==> src/rtl/execute_stage_md.sv <==
`default_nettype none
// ============================================================================
// execute_stage_md : EX stage - forwarding, ALU, branch adder, iterative MD unit
// Revision 1.0
// ============================================================================
module execute_stage_md #(
    parameter int DW    = 32,
    parameter int RW    = 5,
    parameter int MD_EN = 1
) (
    input  logic          clk,
    input  logic          rst_n,
    input  logic          in_valid,
    input  logic [1:0]    in_wb,
    input  logic [2:0]    in_mem,
    input  logic [3:0]    in_alu_sel,
    input  logic          in_use_imm,
    input  logic          in_dst_rd,
    input  logic [1:0]    in_md_op,
    input  logic [DW-1:0] in_pc,
    input  logic [DW-1:0] in_rega,
    input  logic [DW-1:0] in_regb,
    input  logic [DW-1:0] in_imm,
    input  logic [RW-1:0] in_rs,
    input  logic [RW-1:0] in_rt,
    input  logic [RW-1:0] in_rd,
    input  logic [DW-1:0] mem_result,
    input  logic [RW-1:0] mem_rd,
    input  logic          mem_regf_wr,
    input  logic [DW-1:0] wb_wd,
    input  logic [RW-1:0] wb_rd,
    input  logic          wb_regf_wr,
    output logic          stall,
    output logic          out_valid,
    output logic [1:0]    out_wb,
    output logic [2:0]    out_mem,
    output logic [DW-1:0] out_pcjump,
    output logic [DW-1:0] out_result,
    output logic          out_zero,
    output logic [DW-1:0] out_regb,
    output logic [RW-1:0] out_wreg
);
    localparam int SW = $clog2(DW);
    localparam int CW = $clog2(DW + 1);

    typedef enum logic [1:0] {
        ST_IDLE = 2'd0,
        ST_BUSY = 2'd1,
        ST_DONE = 2'd2
    } state_t;

    state_t        state_q, state_d;
    logic [CW-1:0] cnt_q, cnt_d;
    logic [DW-1:0] mx_q, mx_d;
    logic [DW-1:0] my_q, my_d;
    logic [DW-1:0] acc_q, acc_d;
    logic [1:0]    op_q, op_d;
    logic [1:0]    cwb_q, cwb_d;
    logic [2:0]    cmem_q, cmem_d;
    logic [RW-1:0] cwreg_q, cwreg_d;
    logic [DW-1:0] cpcj_q, cpcj_d;
    logic [DW-1:0] cregb_q, cregb_d;

    logic          valid_q, valid_d;
    logic [1:0]    wb_q, wb_d;
    logic [2:0]    mem_q, mem_d;
    logic [DW-1:0] pcj_q, pcj_d;
    logic [DW-1:0] result_q, result_d;
    logic          zero_q, zero_d;
    logic [DW-1:0] regb_q, regb_d;
    logic [RW-1:0] wreg_q, wreg_d;

    logic [DW-1:0] fwd_a, fwd_b, op_b, alu_res, pcjump, md_res, div_diff;
    logic [SW-1:0] shamt;
    logic [RW-1:0] dst;
    logic [DW:0]   rem_sh;
    logic          div_fits;
    logic          md_start;

    // Register 0 is hard-wired, so it is never a forwarding target.
    always_comb begin
        fwd_a = in_rega;
        if (mem_regf_wr && (mem_rd == in_rs) && (in_rs != '0))
            fwd_a = mem_result;
        else if (wb_regf_wr && (wb_rd == in_rs) && (in_rs != '0))
            fwd_a = wb_wd;
        fwd_b = in_regb;
        if (mem_regf_wr && (mem_rd == in_rt) && (in_rt != '0))
            fwd_b = mem_result;
        else if (wb_regf_wr && (wb_rd == in_rt) && (in_rt != '0))
            fwd_b = wb_wd;
    end

    assign op_b   = in_use_imm ? in_imm : fwd_b;
    assign shamt  = op_b[SW-1:0];
    assign pcjump = in_pc + (in_imm << 2);
    assign dst    = in_dst_rd ? in_rd : in_rt;

    always_comb begin
        alu_res = '0;
        case (in_alu_sel)
            4'h0:    alu_res = fwd_a + op_b;
            4'h1:    alu_res = fwd_a - op_b;
            4'h2:    alu_res = fwd_a & op_b;
            4'h3:    alu_res = fwd_a | op_b;
            4'h4:    alu_res = fwd_a ^ op_b;
            4'h5:    alu_res = ~(fwd_a | op_b);
            4'h6:    alu_res = {{(DW-1){1'b0}}, ($signed(fwd_a) < $signed(op_b))};
            4'h7:    alu_res = {{(DW-1){1'b0}}, (fwd_a < op_b)};
            4'h8:    alu_res = fwd_a << shamt;
            4'h9:    alu_res = fwd_a >> shamt;
            4'hA:    alu_res = $unsigned($signed(fwd_a) >>> shamt);
            4'hB:    alu_res = in_imm << 16;
            default: alu_res = '0;
        endcase
    end

    assign md_start = (MD_EN != 0) && (state_q == ST_IDLE) && in_valid && (in_md_op != 2'b00);
    assign stall    = md_start || (state_q == ST_BUSY);

    // Restoring-division step: remainder shifts in the next dividend bit (mx MSB).
    assign rem_sh   = {acc_q, mx_q[DW-1]};
    assign div_fits = (rem_sh >= {1'b0, my_q});
    assign div_diff = rem_sh[DW-1:0] - my_q;
    assign md_res   = (op_q == 2'b10) ? mx_q : acc_q;

    always_comb begin
        state_d  = state_q;
        cnt_d    = cnt_q;
        mx_d     = mx_q;
        my_d     = my_q;
        acc_d    = acc_q;
        op_d     = op_q;
        cwb_d    = cwb_q;
        cmem_d   = cmem_q;
        cwreg_d  = cwreg_q;
        cpcj_d   = cpcj_q;
        cregb_d  = cregb_q;
        valid_d  = 1'b0;
        wb_d     = 2'b00;
        mem_d    = 3'b010;
        pcj_d    = '0;
        result_d = '0;
        zero_d   = 1'b0;
        regb_d   = '0;
        wreg_d   = '0;
        case (state_q)
            ST_IDLE: begin
                if (md_start) begin
                    state_d = ST_BUSY;
                    cnt_d   = CW'(DW);
                    op_d    = in_md_op;
                    acc_d   = '0;
                    // MUL walks the multiplier (B) LSB-first; DIV walks the dividend (A) MSB-first.
                    if (in_md_op == 2'b01) begin
                        mx_d = op_b;
                        my_d = fwd_a;
                    end else begin
                        mx_d = fwd_a;
                        my_d = op_b;
                    end
                    cwb_d   = in_wb;
                    cmem_d  = in_mem;
                    cwreg_d = dst;
                    cpcj_d  = pcjump;
                    cregb_d = fwd_b;
                end else if (in_valid) begin
                    valid_d  = 1'b1;
                    wb_d     = in_wb;
                    mem_d    = in_mem;
                    pcj_d    = pcjump;
                    result_d = alu_res;
                    zero_d   = (alu_res == '0);
                    regb_d   = fwd_b;
                    wreg_d   = dst;
                end
            end
            ST_BUSY: begin
                cnt_d = cnt_q - 1'b1;
                if (op_q == 2'b01) begin
                    acc_d = acc_q + (mx_q[0] ? my_q : '0);
                    mx_d  = mx_q >> 1;
                    my_d  = my_q << 1;
                end else if (div_fits) begin
                    acc_d = div_diff;
                    mx_d  = {mx_q[DW-2:0], 1'b1};
                end else begin
                    acc_d = rem_sh[DW-1:0];
                    mx_d  = {mx_q[DW-2:0], 1'b0};
                end
                if (cnt_q == CW'(1))
                    state_d = ST_DONE;
            end
            ST_DONE: begin
                state_d  = ST_IDLE;
                valid_d  = 1'b1;
                wb_d     = cwb_q;
                mem_d    = cmem_q;
                pcj_d    = cpcj_q;
                result_d = md_res;
                zero_d   = (md_res == '0);
                regb_d   = cregb_q;
                wreg_d   = cwreg_q;
            end
            default: state_d = ST_IDLE;
        endcase
    end

    always_ff @(negedge clk or negedge rst_n) begin
        if (!rst_n) begin
            state_q  <= ST_IDLE;
            cnt_q    <= '0;
            mx_q     <= '0;
            my_q     <= '0;
            acc_q    <= '0;
            op_q     <= 2'b00;
            cwb_q    <= 2'b00;
            cmem_q   <= 3'b010;
            cwreg_q  <= '0;
            cpcj_q   <= '0;
            cregb_q  <= '0;
            valid_q  <= 1'b0;
            wb_q     <= 2'b00;
            mem_q    <= 3'b010;
            pcj_q    <= '0;
            result_q <= '0;
            zero_q   <= 1'b0;
            regb_q   <= '0;
            wreg_q   <= '0;
        end else begin
            state_q  <= state_d;
            cnt_q    <= cnt_d;
            mx_q     <= mx_d;
            my_q     <= my_d;
            acc_q    <= acc_d;
            op_q     <= op_d;
            cwb_q    <= cwb_d;
            cmem_q   <= cmem_d;
            cwreg_q  <= cwreg_d;
            cpcj_q   <= cpcj_d;
            cregb_q  <= cregb_d;
            valid_q  <= valid_d;
            wb_q     <= wb_d;
            mem_q    <= mem_d;
            pcj_q    <= pcj_d;
            result_q <= result_d;
            zero_q   <= zero_d;
            regb_q   <= regb_d;
            wreg_q   <= wreg_d;
        end
    end

    assign out_valid  = valid_q;
    assign out_wb     = wb_q;
    assign out_mem    = mem_q;
    assign out_pcjump = pcj_q;
    assign out_result = result_q;
    assign out_zero   = zero_q;
    assign out_regb   = regb_q;
    assign out_wreg   = wreg_q;

endmodule
`default_nettype wire

==> config.mk <==
export PLATFORM = sky130hd
export DESIGN_NAME = execute_stage_md
export DESIGN_NICKNAME = d
export VERILOG_FILES = /design/src/rtl/execute_stage_md.sv
export SDC_FILE = /design/constraint.sdc
export NUM_CORES = 2
export LEC_CHECK = 0
export ABC_AREA = 1
export BUFFER_PORTS_ARGS = -buffer_cell sky130_fd_sc_hd__buf_2
export CAP_MARGIN = 20
export CELL_PAD_IN_SITES_DETAIL_PLACEMENT = 0
export CELL_PAD_IN_SITES_GLOBAL_PLACEMENT = 1
export CORE_UTILIZATION = 43
export CTS_CLUSTER_SIZE = 20
export DETAILED_ROUTE_END_ITERATION = 16
export MAX_ROUTING_LAYER = met4
export PLACE_DENSITY_LB_ADDON = 0.25
export SKIP_LAST_GASP = 1
export SLEW_MARGIN = 40
export SYNTH_ARGS = -nofsm -noshare
export SYNTH_HDL_FRONTEND = slang
export SYNTH_SLANG_ARGS = --single-unit
==> constraint.sdc <==
create_clock -name clk -period 3.9 [get_ports clk]
set_clock_uncertainty 0.2 [all_clocks]
set_input_delay 0.39 -clock clk [delete_from_list [all_inputs] [get_ports clk]]
set_output_delay 0.39 -clock clk [all_outputs]
set_load 0.005 [all_outputs]
==> impl_metrics.ini <==
[synth]
synth_ff_type = dfrtn_1
ys_warn_count = 0
yosysSeqAreaShare = 0.2433
synth_most_common_cell = nand2_1
async_reset_ff_frac = 1.000
synthTopCellsByCount = 1190 x nand2_1, 570 x o21ai_0, 524 x nand3_1
avgSynthCellArea_um2 = 6.323
synth_top_area_frac = 0.2415
synth_top_cell_by_area = dfrtn_1
ys_ff_latch = 288
syn_area_um2 = 29630
synth_cells = 4687
synth_edf_count = 0
synth_cell_type_count = 60
ys_top_cells_by_area = dfrtn_1 24%, nand2_1 15%, o21ai_0 9.6%
synth_fp_nets = 5125

[run_status]
violations = setup timing
status = finished, violations left

[timing]
rsz0062_at_grt = true
finalWorstSetupSlack_ns = -2.452
holdWs_ns = 0.2316
hold_viol_final = 0
max-slew-margin-rel = 0.4148
final.setup.tns_ns = -108.15
setup_violations = 150
tightest_slew_ns = 0.8778
slew_violations = 0

[min_path]
hold_depth = 2
worstHoldEndpoint = cwb_q[1]
worstHoldStart = cwb_q[1]
hold_path.class = register to register

[grt]
grt_overflow_total = 0
grt_pass1_wl_um = 233900
grt_max_degree = 80
antenna_found_initial = 8
grt_pass1_vias = 37960
grt_usage = 0.4585

[routing]
wl_per_cell_um = 23.28
top_layer = met4
antenna_left = 0
drc = 0
viasPerCell = 5.765
wirelength_um = 160900
drtPass1Iterations = 8
drt-initial-drc-count = 4453
wl_met2_um = 70710
drt-met1-wl_um = 63300
vias = 39840
wl_met3_um = 16240

[floorplan]
initial_core_util = 0.4382
die_h_um = 264.5
die_x_um = 264.5
dieArea_um2 = 69970
coreArea_um2 = 67630
num_rows = 95
io_pins = 344

[critical_path]
cp.buffers_inverters = 12
r2r-start = mx_q[0]
ff2ff_path_depth = 24
startpoint = in_rt[1]
timing.critical_path.mode_cell = nor2_4
r2r-end = acc_q[22]
critical_path_class = input pin to register
cpPeakStageDelay_ns = 0.33
crit_family = simple AND/OR/NAND/NOR gates
rrSetupSlack_ns = -0.10
crit_arrival_ns = 4.53
critPathMaxFanout = 5
critical_path.endpoint_type = register
crit_slowest_cell = ha_4
cp.required_ns = 2.08
crit_path_start_kind = input pin

[pwr]
p_leak_uw = 0.02357
vdd_drop_max_mv = 0.3817
p_per_area_nw_per_um2 = 542.2

[final_layout]
final_cells = 6910
syn2layout_area_growth_pct = 55.43
layout.nets = 6438
final_layout_size_suffix_gt1_frac = 0.3801
stdcell_area_um2 = 46060
fillCellCount = 6045
utilization = 0.6810

[cts]
clk_latency_ns = 0.56
clock_sinks = 288
clock_path_buffers = 3
cts_tree = built
cts_hold_buf = 0
cts_made_buffers = 36
h-tree-depth = 2
cts.reportedPaths.clkPinSlew_ns = 0.04
root_buffer = clkbuf_16

[placement]
post_dp_cell_area_um2 = 40200
io_buffers = 343
place.gp.congestion = 1.119
place_inst = 6665
hpwl_um = 127800

[run]
drv_cap = 0
[state kept, by name, summed over array words and instances (netlist names)]
| register | flops |
|---|---|
| acc_q | 32 |
| cpcj_q | 32 |
| cregb_q | 32 |
| mx_q | 32 |
| my_q | 32 |
| out_pcjump | 32 |
| out_regb | 32 |
| out_result | 32 |
| cnt_q | 6 |
| cwreg_q | 5 |
| out_wreg | 5 |
| cmem_q | 3 |
| out_mem | 3 |
| cwb_q | 2 |
| op_q | 2 |
| out_wb | 2 |
| state_q | 2 |
| out_valid | 1 |
| out_zero | 1 |
[tightest hold or removal path: stages (launching register included)]
cell,delay (ns)
dfrtn_1,0.40
nand2_1,0.05
o21ai_0,0.06
[final cells by class]
type	count	area (um^2)	share of cell area
inverter	506	2021	0.04387
clock inverter	23	225.2	0.004889
multi-input combinational	3663	22750	0.4940
timing repair inverter	1	8.758	0.0001901
tap	873	1092	0.02371
sequential	288	7209	0.1565
antenna	10	25.02	0.0005433
timing repair buffer	1502	11730	0.2547
clock buffer	44	993.5	0.02157
[timing repair]
| action | in CTS | in global routing |
|---|---|---|
| cloned | 8 | 0 |
| buffers inserted | 113 | 58 |
| resized for setup | 595 | 232 |
| pin swaps | 214 | 150 |
| setup endpoints to repair | 151 | 180 |
[logic make-up (layout without fill, tap and decap cells)]
logic type	Yosys count	after routing	synth area share
AND/OR/NAND/NOR	2208	2212	0.3244
AO/OA/AOI/OAI	1173	1173	0.2219
buffers and inverters	740	2076	0.1012
flip-flops	288	288	0.2433
adder cells (fa/ha/maj)	203	203	0.08698
XOR/XNOR	71	71	0.02098
multiplexers	4	4	0.001351
other	0	10	0
[routing by layer]
layer | track usage | up-vias
met5 | - | -
met4 | 0.2509 | 0
met3 | 0.08472 | 465
met2 | 0.6994 | 2294
met1 | 0.5729 | 18650
li1 | - | 18430
[layout by cell type, fill, tap and decap left out, drive strengths merged, types with 46 or more instances in the layout]
cell and instances:
inv 502, nand3 547, o22ai 49, or2 58
nand2 1230, ha 198, buf 1498, a21oi 320
dfrtn 286, o21ai 594, clkbuf 46, nor2 294
[stage by stage]
step / setup WS, ns / power [uW]
final: -2.452 / 24980
after global routing: -2.540 / 26580
after CTS: -2.220 / 24170
after detailed placement: -3.854 / 19860
after global placement: -3.828 / 19640
after floorplan: -1.928 / 13740
[how the worst max path moves through the flow]
stage / end / slack (ns) / depth (start not counted)
after floorplan: out_zero / -1.93 / 35
after global placement: out_zero / -3.83 / 32
after detailed placement: out_zero / -3.85 / 32
after CTS: out_zero / -2.22 / 40
after global routing: out_zero / -2.54 / 36
final: out_result[26] / -2.45 / 32
[power breakdown]
group | internal, uW | switching [uW]
Clock | 1980 | 1460
Sequential | 4150 | 772
Combinational | 6710 | 9910
Power figures use the tool's default switching activity.
